<file path="src/rtl/core_bus_pkg.sv">
// Shared types for the 2:1 Avalon-MM arbiter: port IDs, grant states, default read depth.
package core_bus_pkg;

  localparam int MAX_PENDING_DEF = 4;

  typedef logic port_id_t;

  typedef enum logic {
    G0 = 1'b0,
    G1 = 1'b1
  } grant_e;

endpackage

</file>
<file path="src/rtl/avl_arb_id_fifo.sv">
// In-order FIFO of port IDs for outstanding reads; head is visible combinationally.
// Pushes while full and pops while empty are dropped, so a same-cycle push never feeds its own pop.
module avl_arb_id_fifo
  import core_bus_pkg::*;
#(
  parameter int DEPTH = MAX_PENDING_DEF
) (
  input  logic     clk,
  input  logic     rest,
  input  logic     i_push,
  input  logic     i_pop,
  input  port_id_t i_din,
  output port_id_t o_dout,
  output logic     o_full,
  output logic     o_empty
);

  localparam int AW = $clog2(DEPTH);
  localparam logic [AW-1:0] PTR_ONE  = AW'(1);
  localparam logic [AW:0]   CNT_ONE  = (AW+1)'(1);
  localparam logic [AW:0]   CNT_FULL = (AW+1)'(DEPTH);

  port_id_t       r_mem [DEPTH];
  logic [AW-1:0]  r_wr_ptr;
  logic [AW-1:0]  r_rd_ptr;
  logic [AW:0]    r_count;
  logic           w_push;
  logic           w_pop;

  assign o_full  = (r_count == CNT_FULL);
  assign o_empty = (r_count == '0);
  assign o_dout  = r_mem[r_rd_ptr];
  assign w_push  = i_push & ~o_full;
  assign w_pop   = i_pop & ~o_empty;

  always_ff @(posedge clk) begin
    if (w_push) r_mem[r_wr_ptr] <= i_din;
  end

  // Pointers are AW bits wide, so wrap at DEPTH falls out of the power-of-two width.
  always_ff @(posedge clk or negedge rest) begin
    if (!rest) begin
      r_wr_ptr <= '0;
      r_rd_ptr <= '0;
      r_count  <= '0;
    end else begin
      if (w_push) r_wr_ptr <= r_wr_ptr + PTR_ONE;
      if (w_pop)  r_rd_ptr <= r_rd_ptr + PTR_ONE;
      case ({w_push, w_pop})
        2'b10:   r_count <= r_count + CNT_ONE;
        2'b01:   r_count <= r_count - CNT_ONE;
        default: r_count <= r_count;
      endcase
    end
  end

endmodule

</file>
<file path="src/rtl/avl_arb_2to1.sv">
// Round-robin 2:1 Avalon-MM arbiter: owner's command passes through with zero latency,
// non-owner is stalled, reads beyond MAX_PENDING stall, responses steered by an in-order ID FIFO.
module avl_arb_2to1
  import core_bus_pkg::*;
#(
  parameter int MAX_PENDING = MAX_PENDING_DEF
) (
  input  logic        clk,
  input  logic        rest,
  input  logic [31:0] i_avl_s0_address,
  input  logic [3:0]  i_avl_s0_byte_en,
  input  logic        i_avl_s0_read,
  input  logic        i_avl_s0_write,
  input  logic [31:0] i_avl_s0_write_data,
  output logic [31:0] o_avl_s0_read_data,
  output logic        o_avl_s0_read_data_valid,
  output logic        o_avl_s0_waitrequest,
  input  logic [31:0] i_avl_s1_address,
  input  logic [3:0]  i_avl_s1_byte_en,
  input  logic        i_avl_s1_read,
  input  logic        i_avl_s1_write,
  input  logic [31:0] i_avl_s1_write_data,
  output logic [31:0] o_avl_s1_read_data,
  output logic        o_avl_s1_read_data_valid,
  output logic        o_avl_s1_waitrequest,
  output logic [31:0] o_avl_m_address,
  output logic [3:0]  o_avl_m_byte_en,
  output logic        o_avl_m_read,
  output logic        o_avl_m_write,
  output logic [31:0] o_avl_m_write_data,
  input  logic [31:0] i_avl_m_read_data,
  input  logic        i_avl_m_read_data_valid,
  input  logic        i_avl_m_waitrequest
);

  grant_e      r_grant;
  grant_e      w_grant_nxt;
  logic        r_served;
  logic        w_served_nxt;
  logic [31:0] w_own_addr;
  logic [31:0] w_own_wdata;
  logic [3:0]  w_own_be;
  logic        w_own_rd;
  logic        w_own_wr;
  logic        w_oth_req;
  logic        w_own_cmd;
  logic        w_rd_block;
  logic        w_own_wait;
  logic        w_acc;
  logic        w_stall;
  logic        w_fifo_full;
  logic        w_fifo_empty;
  logic        w_rsp;
  port_id_t    w_head;

  always_comb begin
    w_own_addr  = i_avl_s0_address;
    w_own_be    = i_avl_s0_byte_en;
    w_own_rd    = i_avl_s0_read;
    w_own_wr    = i_avl_s0_write;
    w_own_wdata = i_avl_s0_write_data;
    w_oth_req   = i_avl_s1_read | i_avl_s1_write;
    if (r_grant == G1) begin
      w_own_addr  = i_avl_s1_address;
      w_own_be    = i_avl_s1_byte_en;
      w_own_rd    = i_avl_s1_read;
      w_own_wr    = i_avl_s1_write;
      w_own_wdata = i_avl_s1_write_data;
      w_oth_req   = i_avl_s0_read | i_avl_s0_write;
    end
  end

  // A full ID FIFO stalls reads even on a popping cycle; the read is also hidden from memory.
  assign w_own_cmd  = w_own_rd | w_own_wr;
  assign w_rd_block = w_own_rd & w_fifo_full;
  assign w_own_wait = i_avl_m_waitrequest | w_rd_block;
  assign w_acc      = w_own_cmd & ~w_own_wait;
  assign w_stall    = w_own_cmd & w_own_wait;

  assign o_avl_m_address    = w_own_addr;
  assign o_avl_m_byte_en    = w_own_be;
  assign o_avl_m_write_data = w_own_wdata;
  assign o_avl_m_read       = w_own_rd & ~w_rd_block & rest;
  assign o_avl_m_write      = w_own_wr & rest;

  assign o_avl_s0_waitrequest = (r_grant == G0) ? w_own_wait : 1'b1;
  assign o_avl_s1_waitrequest = (r_grant == G1) ? w_own_wait : 1'b1;

  // Hand over only when the owner is not mid-stall and has either gone idle or been served once.
  always_comb begin
    w_grant_nxt  = r_grant;
    w_served_nxt = r_served | w_acc;
    if (!w_stall && w_oth_req && (!w_own_cmd || r_served || w_acc)) begin
      w_grant_nxt  = (r_grant == G0) ? G1 : G0;
      w_served_nxt = 1'b0;
    end
  end

  always_ff @(posedge clk or negedge rest) begin
    if (!rest) begin
      r_grant  <= G0;
      r_served <= 1'b0;
    end else begin
      r_grant  <= w_grant_nxt;
      r_served <= w_served_nxt;
    end
  end

  avl_arb_id_fifo #(
    .DEPTH (MAX_PENDING)
  ) u_id_fifo (
    .clk     (clk),
    .rest    (rest),
    .i_push  (w_acc & w_own_rd),
    .i_pop   (i_avl_m_read_data_valid),
    .i_din   (r_grant == G1),
    .o_dout  (w_head),
    .o_full  (w_fifo_full),
    .o_empty (w_fifo_empty)
  );

  // Responses with nothing outstanding (e.g. orphaned by a reset) are dropped.
  assign w_rsp = i_avl_m_read_data_valid & ~w_fifo_empty & rest;

  assign o_avl_s0_read_data       = i_avl_m_read_data;
  assign o_avl_s1_read_data       = i_avl_m_read_data;
  assign o_avl_s0_read_data_valid = w_rsp & (w_head == 1'b0);
  assign o_avl_s1_read_data_valid = w_rsp & (w_head == 1'b1);

endmodule
</file>
<file path="config.mk">
export PLATFORM = sky130hd
export DESIGN_NAME = avl_arb_2to1
export DESIGN_NICKNAME = d
export VERILOG_FILES = /design/src/rtl/core_bus_pkg.sv /design/src/rtl/avl_arb_id_fifo.sv /design/src/rtl/avl_arb_2to1.sv
export SDC_FILE = /design/constraint.sdc
export NUM_CORES = 1
export LEC_CHECK = 0
export CAP_MARGIN = 20
export CORE_AREA = 2 2 122 124
export DETAILED_ROUTE_END_ITERATION = 10
export DIE_AREA = 0 0 124 126
export HOLD_SLACK_MARGIN = 0.05
export PLACE_DENSITY = 0.59
export SYNTH_ARGS = -nofsm -noshare
export SYNTH_HDL_FRONTEND = slang
export SYNTH_HIERARCHICAL = 1
export SYNTH_SLANG_ARGS = --single-unit
</file>
<file path="constraint.sdc">
create_clock -name clk -period 2.4 [get_ports clk]
set_input_delay 0.36 -clock clk [delete_from_list [all_inputs] [get_ports clk]]
set_output_delay 0.36 -clock clk [all_outputs]
set_load 0.1 [all_outputs]
</file>
==> flow_summary.ini <==
[routing]
vias = 2011
antenna_left = 0
drt-pass1-iter-count = 2
drc_errors = 0
wirelength_um = 8430
drtIter0Drc = 27
wl_per_cell_um = 15.6
viasPerCell = 3.72

[placed_design]
place_area_um2 = 4710
post-place-ws_ns = 0.00703
hpwl_um = 7350
placed_cells = 536
portBuffers = 217
place.gp.congestion = 0.798

[yosys]
synth_edf_count = 4
synth_seq_cells = 12
ys_types = 30
synth_most_common_cell = mux2_2
synthFlopType = dfrtp_1
seq_area_frac_synth_pct = 15.9
synth_area_um2 = 2010
yosys_warnings = 6
synth_top_cell_area_share_pct = 38.6
synth_fp_nets = 382
synth.avg_cell_area_um2 = 10.1
synth_area_leaders = mux2_2 (39%), buf_4 (24%), dfrtp_1 (10%)
netlist_instances = 200
synth_top_cell_by_area = mux2_2
async_reset_ff_share_pct = 66.7
synth_common_cells = mux2_2 (69), buf_4 (64), dfrtp_1 (8)

[floorplan]
coreArea_um2 = 14300
die_w_um = 124
num_io_pins = 314
dieArea_um2 = 15600
num_rows = 44
die_y_um = 126
initial_utilization_pct = 14.0

[cts]
clk_pin_slew_ns = 0.04
cts_sinks = 12
post_cts_buffers = 0
clockBufferDepth = 2
cts_tree = built
cts.repair.resized = 0
clock_latency_ns = 0.24
cts_root_buf = clkbuf_16
cts_hold_buffers = 0
cts_buffers = 3
htree_levels = 1

[setup_path]
cp-endpoint = o_avl_m_write_data[30]
reg2reg_slack_ns = 0.36
startpoint = r_grant
cp_max_fo = 58
crit_type = reg2out
worstSetupEndpointType = output port
r2r_end = u_id_fifo/r_count[2]
cp_cell_sequence = buf_4, buf_12, mux2_2, buf_12
reg2reg_from = u_id_fifo/r_count[0]
slowest_stage = mux2_2
slowest_delay_ns = 0.43
required_ns = 2.04
r2r_cells = 10
crit_top_cell = buf_12
startpoint_type = flip-flop
critPathArrivalTime_ns = 1.84

[timing]
min_period_ns = 2.20
max_freq_ghz = 0.454
relSlewSlack_pct = 76.5
finalSetupViolCount = 0
final_max_slew_viol_count = 0
whs_ns = 0.361
fin_ws_ns = 0.199
fin_skew_ns = 0.000929
final_hold_viol_count = 0
rsz0062_at_grt = no
min_period_over_period_pct = 91.7
tightest_slew_ns = 0.347

[grt]
grt_overflow = 0
grt_pass1_wl_um = 11800
grt_pass1_vias = 2186
antenna_found_initial = 0
grt_usage_pct = 9.74
grt_max_degree = 59

[final_layout]
nets = 539
drive_gt1_share_pct = 46.3
antenna_cells = 0
final_area_um2 = 4790
area_growth_pct = 138
final_cell_count_no_fill = 540

[power]
p_leak_uw = 0.00193
finalPower_uw = 4560
power.density_nw_per_um2 = 952
ir_worst_vdd_v = 0.000271

[job]
cap_violations = 0

[run_status]
status = finished, final reports clean

[worst_hold_path]
hold_class = in2async
worst min-delay path by stage:
stage                          startpoint               endpoint  depth (start not counted)
detailed placement  u_id_fifo/r_rd_ptr[1]  u_id_fifo/r_rd_ptr[1]                          1
global placement    u_id_fifo/r_rd_ptr[1]  u_id_fifo/r_rd_ptr[1]                          1
floorplan                            rest                r_grant                          0
CTS                                  rest                r_grant                          1
global route                         rest                r_grant                          1
finish                               rest                r_grant                          1
where the power goes:
part           switching [uW]  leakage, uW  internal (uW)
combinational            2340      0.00176           1550
sequential               82.2     0.000129            298
clock                    81.6    0.0000385            219
total                    2500      0.00193           2060
through the flow:
step	TNS, ns	util (%)
5_1_grt	0	33.5
6_report	0	33.5
3_3_place_gp	0	32.9
3_5_place_dp	0	32.9
2_1_floorplan	-0.697	-
4_1_cts	0	33.5
logic make-up after synthesis:
| family | Yosys count | synth area share (%) |
|---|---|---|
| multiplexers | 74 | 42.0 |
| adder cells (fa/ha/maj) | 6 | 4.11 |
| flip-flops | 12 | 15.9 |
| AND/OR/NAND/NOR | 18 | 6.28 |
| buffers and inverters | 79 | 27.1 |
| AO/OA/AOI/OAI | 5 | 1.93 |
| XOR/XNOR | 6 | 2.61 |
cell usage in the layout (no fill, tap or decap), drive strengths merged, types with 4 or more instances in the layout:
| cell | n |
|---|---|
| inv | 7 |
| and2 | 4 |
| dfrtp | 8 |
| buf | 81 |
| clkdlybuf4s50 | 143 |
| ha | 5 |
| edfxtp | 4 |
| mux2 | 70 |
flip-flops by register name, indices dropped and copies added (netlist names):
signal / flops
u_id_fifo/r_mem: 4
u_id_fifo/r_count: 3
u_id_fifo/r_rd_ptr: 2
u_id_fifo/r_wr_ptr: 2
r_grant: 1
worst max-delay path: cells and delay by family, from the launching register on:
| kind | cells | cell delay [ns] |
|---|---|---|
| buffers and inverters | 3 | 0.77 |
| flip-flops | 1 | 0.36 |
| multiplexers | 1 | 0.43 |
layer usage:
metal	vias up	GRT usage (%)	part of all wire [%]
met3	28	3.49	15
li1	932	-	-
met4	0	3.97	3.3
met1	902	10.7	34
met2	149	16.8	48
met5	-	0	0
area by class of cell:
cell class	count	area (um2)
clock buffers	3	75.1
clock inverters	1	3.75
fillers	1415	9520
inverters	7	26.3
multi-input cells	109	1160
flip-flops and latches	12	322
well taps	184	230
repair buffers	224	2980
Note: power is estimated with default switching activity, not from simulation.
==> variant, RTL diff (same settings) <==
The package constant `MAX_PENDING_DEF` goes from 4 to 8.
--- a/src/rtl/core_bus_pkg.sv
+++ b/src/rtl/core_bus_pkg.sv
@@ -1,7 +1,7 @@
 // Shared types for the 2:1 Avalon-MM arbiter: port IDs, grant states, default read depth.
 package core_bus_pkg;
 
-  localparam int MAX_PENDING_DEF = 4;
+  localparam int MAX_PENDING_DEF = 8;
 
   typedef logic port_id_t;
 
Function: changed (Yosys sat finds a counterexample within 10 cycles, from zero or initial values).
==> variant against the unedited design <==
- setup slack lost 0.17 ns
- largest power group unchanged
- synthesized cell count grew 18%
- total power grew 11%
- wire length grew 28%
- first-iteration DRC count grew 63%
- global-route usage grew 3.4 points
- fmax shrank 7.3%
- sequential cell count grew 7
- sequential share of layout area grew 2.9 points
- cell area grew 13%
- area after synthesis grew 19%
==> variant: results (changes against the unedited design) <==
leakage power figure 2.16 nW (+12%); R2R Path End u_id_fifo/r_count[3]; P&R area growth vs syn 127%; sequential share of the synthesized area 21.6% (+5.7 points); Worst Clk Skew 0.00497 ns (+0.00404 ns); initial antenna violation count 0 (unchanged); final weighted congestion in routability-driven placement 0.841 (+5.3%); largest registers u_id_fifo/r_mem (8), u_id_fifo/r_count (4); Yosys warning total 6 (unchanged); transition time of the tightest slew-check pin 0.380 ns (+0.0330 ns); slack of the worst reg-to-reg path 0.06 ns (-0.30 ns); total of cells resized after clock tree synthesis 2 (+2); ratio of cells with drive above 1 in the final layout 47.1% (+0.72 points); count of unique library cells instantiated by Yosys 38 (+27%); Post-synth EDFFs 8 (+4); fill cell total of the finished layout 1,419 (+0.28%); starting DRC count in detailed routing 44 (+63%); Total Routed Length 10,800 um (+28%); Detailed Routing Iterations Pass 1 4 (+2); number of global-route vias before repair 2,553 (+17%); Post-Place Cells 583 (+8.8%); arithmetic-cell share of the synthesized area counting full adders, half adders and majority gates 3.46% (-0.65 points); peak supply drop 0.000350 V (+29%); synth cell count leaders 70 x mux2_2, 64 x buf_4, 11 x dfrtp_1; wire length of the first global-routing pass 15,400 um (+31%); Post-CTS Setup Bufs 3 (+3); minimum setup slack after placement -0.193 ns (-0.200 ns); share of synthesized registers carrying an async set or reset 57.9% (-8.8 points); GRT Util Overall 13.1% (+3.4 points); CP Launch Point u_id_fifo/r_rd_ptr[0]; fraction of the mapped netlist area in compound gates 3.67% (+1.7 points); clock buffer count from CTS 3 (unchanged); post-synth net total 417 (+9.2%); critical path arrival 2.01 ns (+0.17 ns); crit-path max FO 4 (-93%); remaining antenna violation count after routing 0 (unchanged); peak clock frequency supported by timing 0.421 GHz (-7.3%); cell depth of the worst flop-to-flop path 9 (-1); area after detailed placement 5230 sq um (+11%); post-synthesis share of cell area spent on xor and xnor gates 2.20% (-0.41 points); Antenna Cells 0 (unchanged); cell types with the largest area share after synthesis mux2_2 33%, buf_4 20%, dfrtp_1 12%; via count normalized by instance count 4.00 (+7.5%); largest net degree at the start of global routing 81 (+37%); mean instance size in the synthesized netlist 10.2 sq um (+1.0%); CP Capture Point o_avl_s0_read_data_valid; multiplexer area fraction after synthesis 37.3% (-4.7 points); half-perimeter wire length of the detailed placement result 9390 um (+28%); worst reg2reg path startpoint u_id_fifo/r_count[2]; outcome finished, final reports clean; Final Non-Filler Cells 594 (+10%)
## variant: where the power goes
group          internal (mW)  total (mW)  switching, mW
Combinational           1.73        4.14           2.41
Clock                  0.226       0.339          0.113
Sequential             0.459       0.568          0.109
Total                   2.42        5.05           2.63
## variant: final cells by class
type,count,area share [%]
inverter,7,0.530
timing repair buffer,244,58.3
sequential,19,9.59
tap,184,4.24
multi-input combinational,136,25.8
clock buffer,4,1.45
## variant: cells by family (layout without fill, tap and decap cells)
logic type / Yosys count / after routing
buffers and inverters: 80 / 255
multiplexers: 77 / 77
AND/OR/NAND/NOR: 36 / 36
flip-flops: 19 / 19
AO/OA/AOI/OAI: 11 / 11
adder cells (fa/ha/maj): 6 / 6
XOR/XNOR: 6 / 6
## variant: routing by layer
metal / vias up / share of wire (%) / global-route usage [%]
met5: - / 0 / 0
met4: 0 / 0.53 / 1.19
met3: 7 / 7.4 / 3.67
met2: 138 / 56 / 25.3
met1: 1118 / 36 / 14.6
li1: 1114 / - / -
## variant: worst min path at each step
| stage | from | to | slack [ns] | cells after the start |
|---|---|---|---|---|
| final | rest | u_id_fifo/r_rd_ptr[2] | 0.40 | 1 |
| after global routing | rest | u_id_fifo/r_rd_ptr[1] | 0.42 | 1 |
| after CTS | rest | u_id_fifo/r_rd_ptr[2] | 0.41 | 1 |
| after detailed placement | u_id_fifo/r_rd_ptr[2] | u_id_fifo/r_rd_ptr[2] | 0.47 | 1 |
| after global placement | u_id_fifo/r_rd_ptr[2] | u_id_fifo/r_rd_ptr[2] | 0.47 | 1 |
| after floorplan | rest | r_grant | 0.06 | 0 |
## variant: worst max-delay path, cell delays in order, from the launching register on
cell	delay [ns]
dfrtp_2	0.40
mux4_2	0.51
mux2_4	0.30
nor4bb_4	0.34
buf_12	0.21
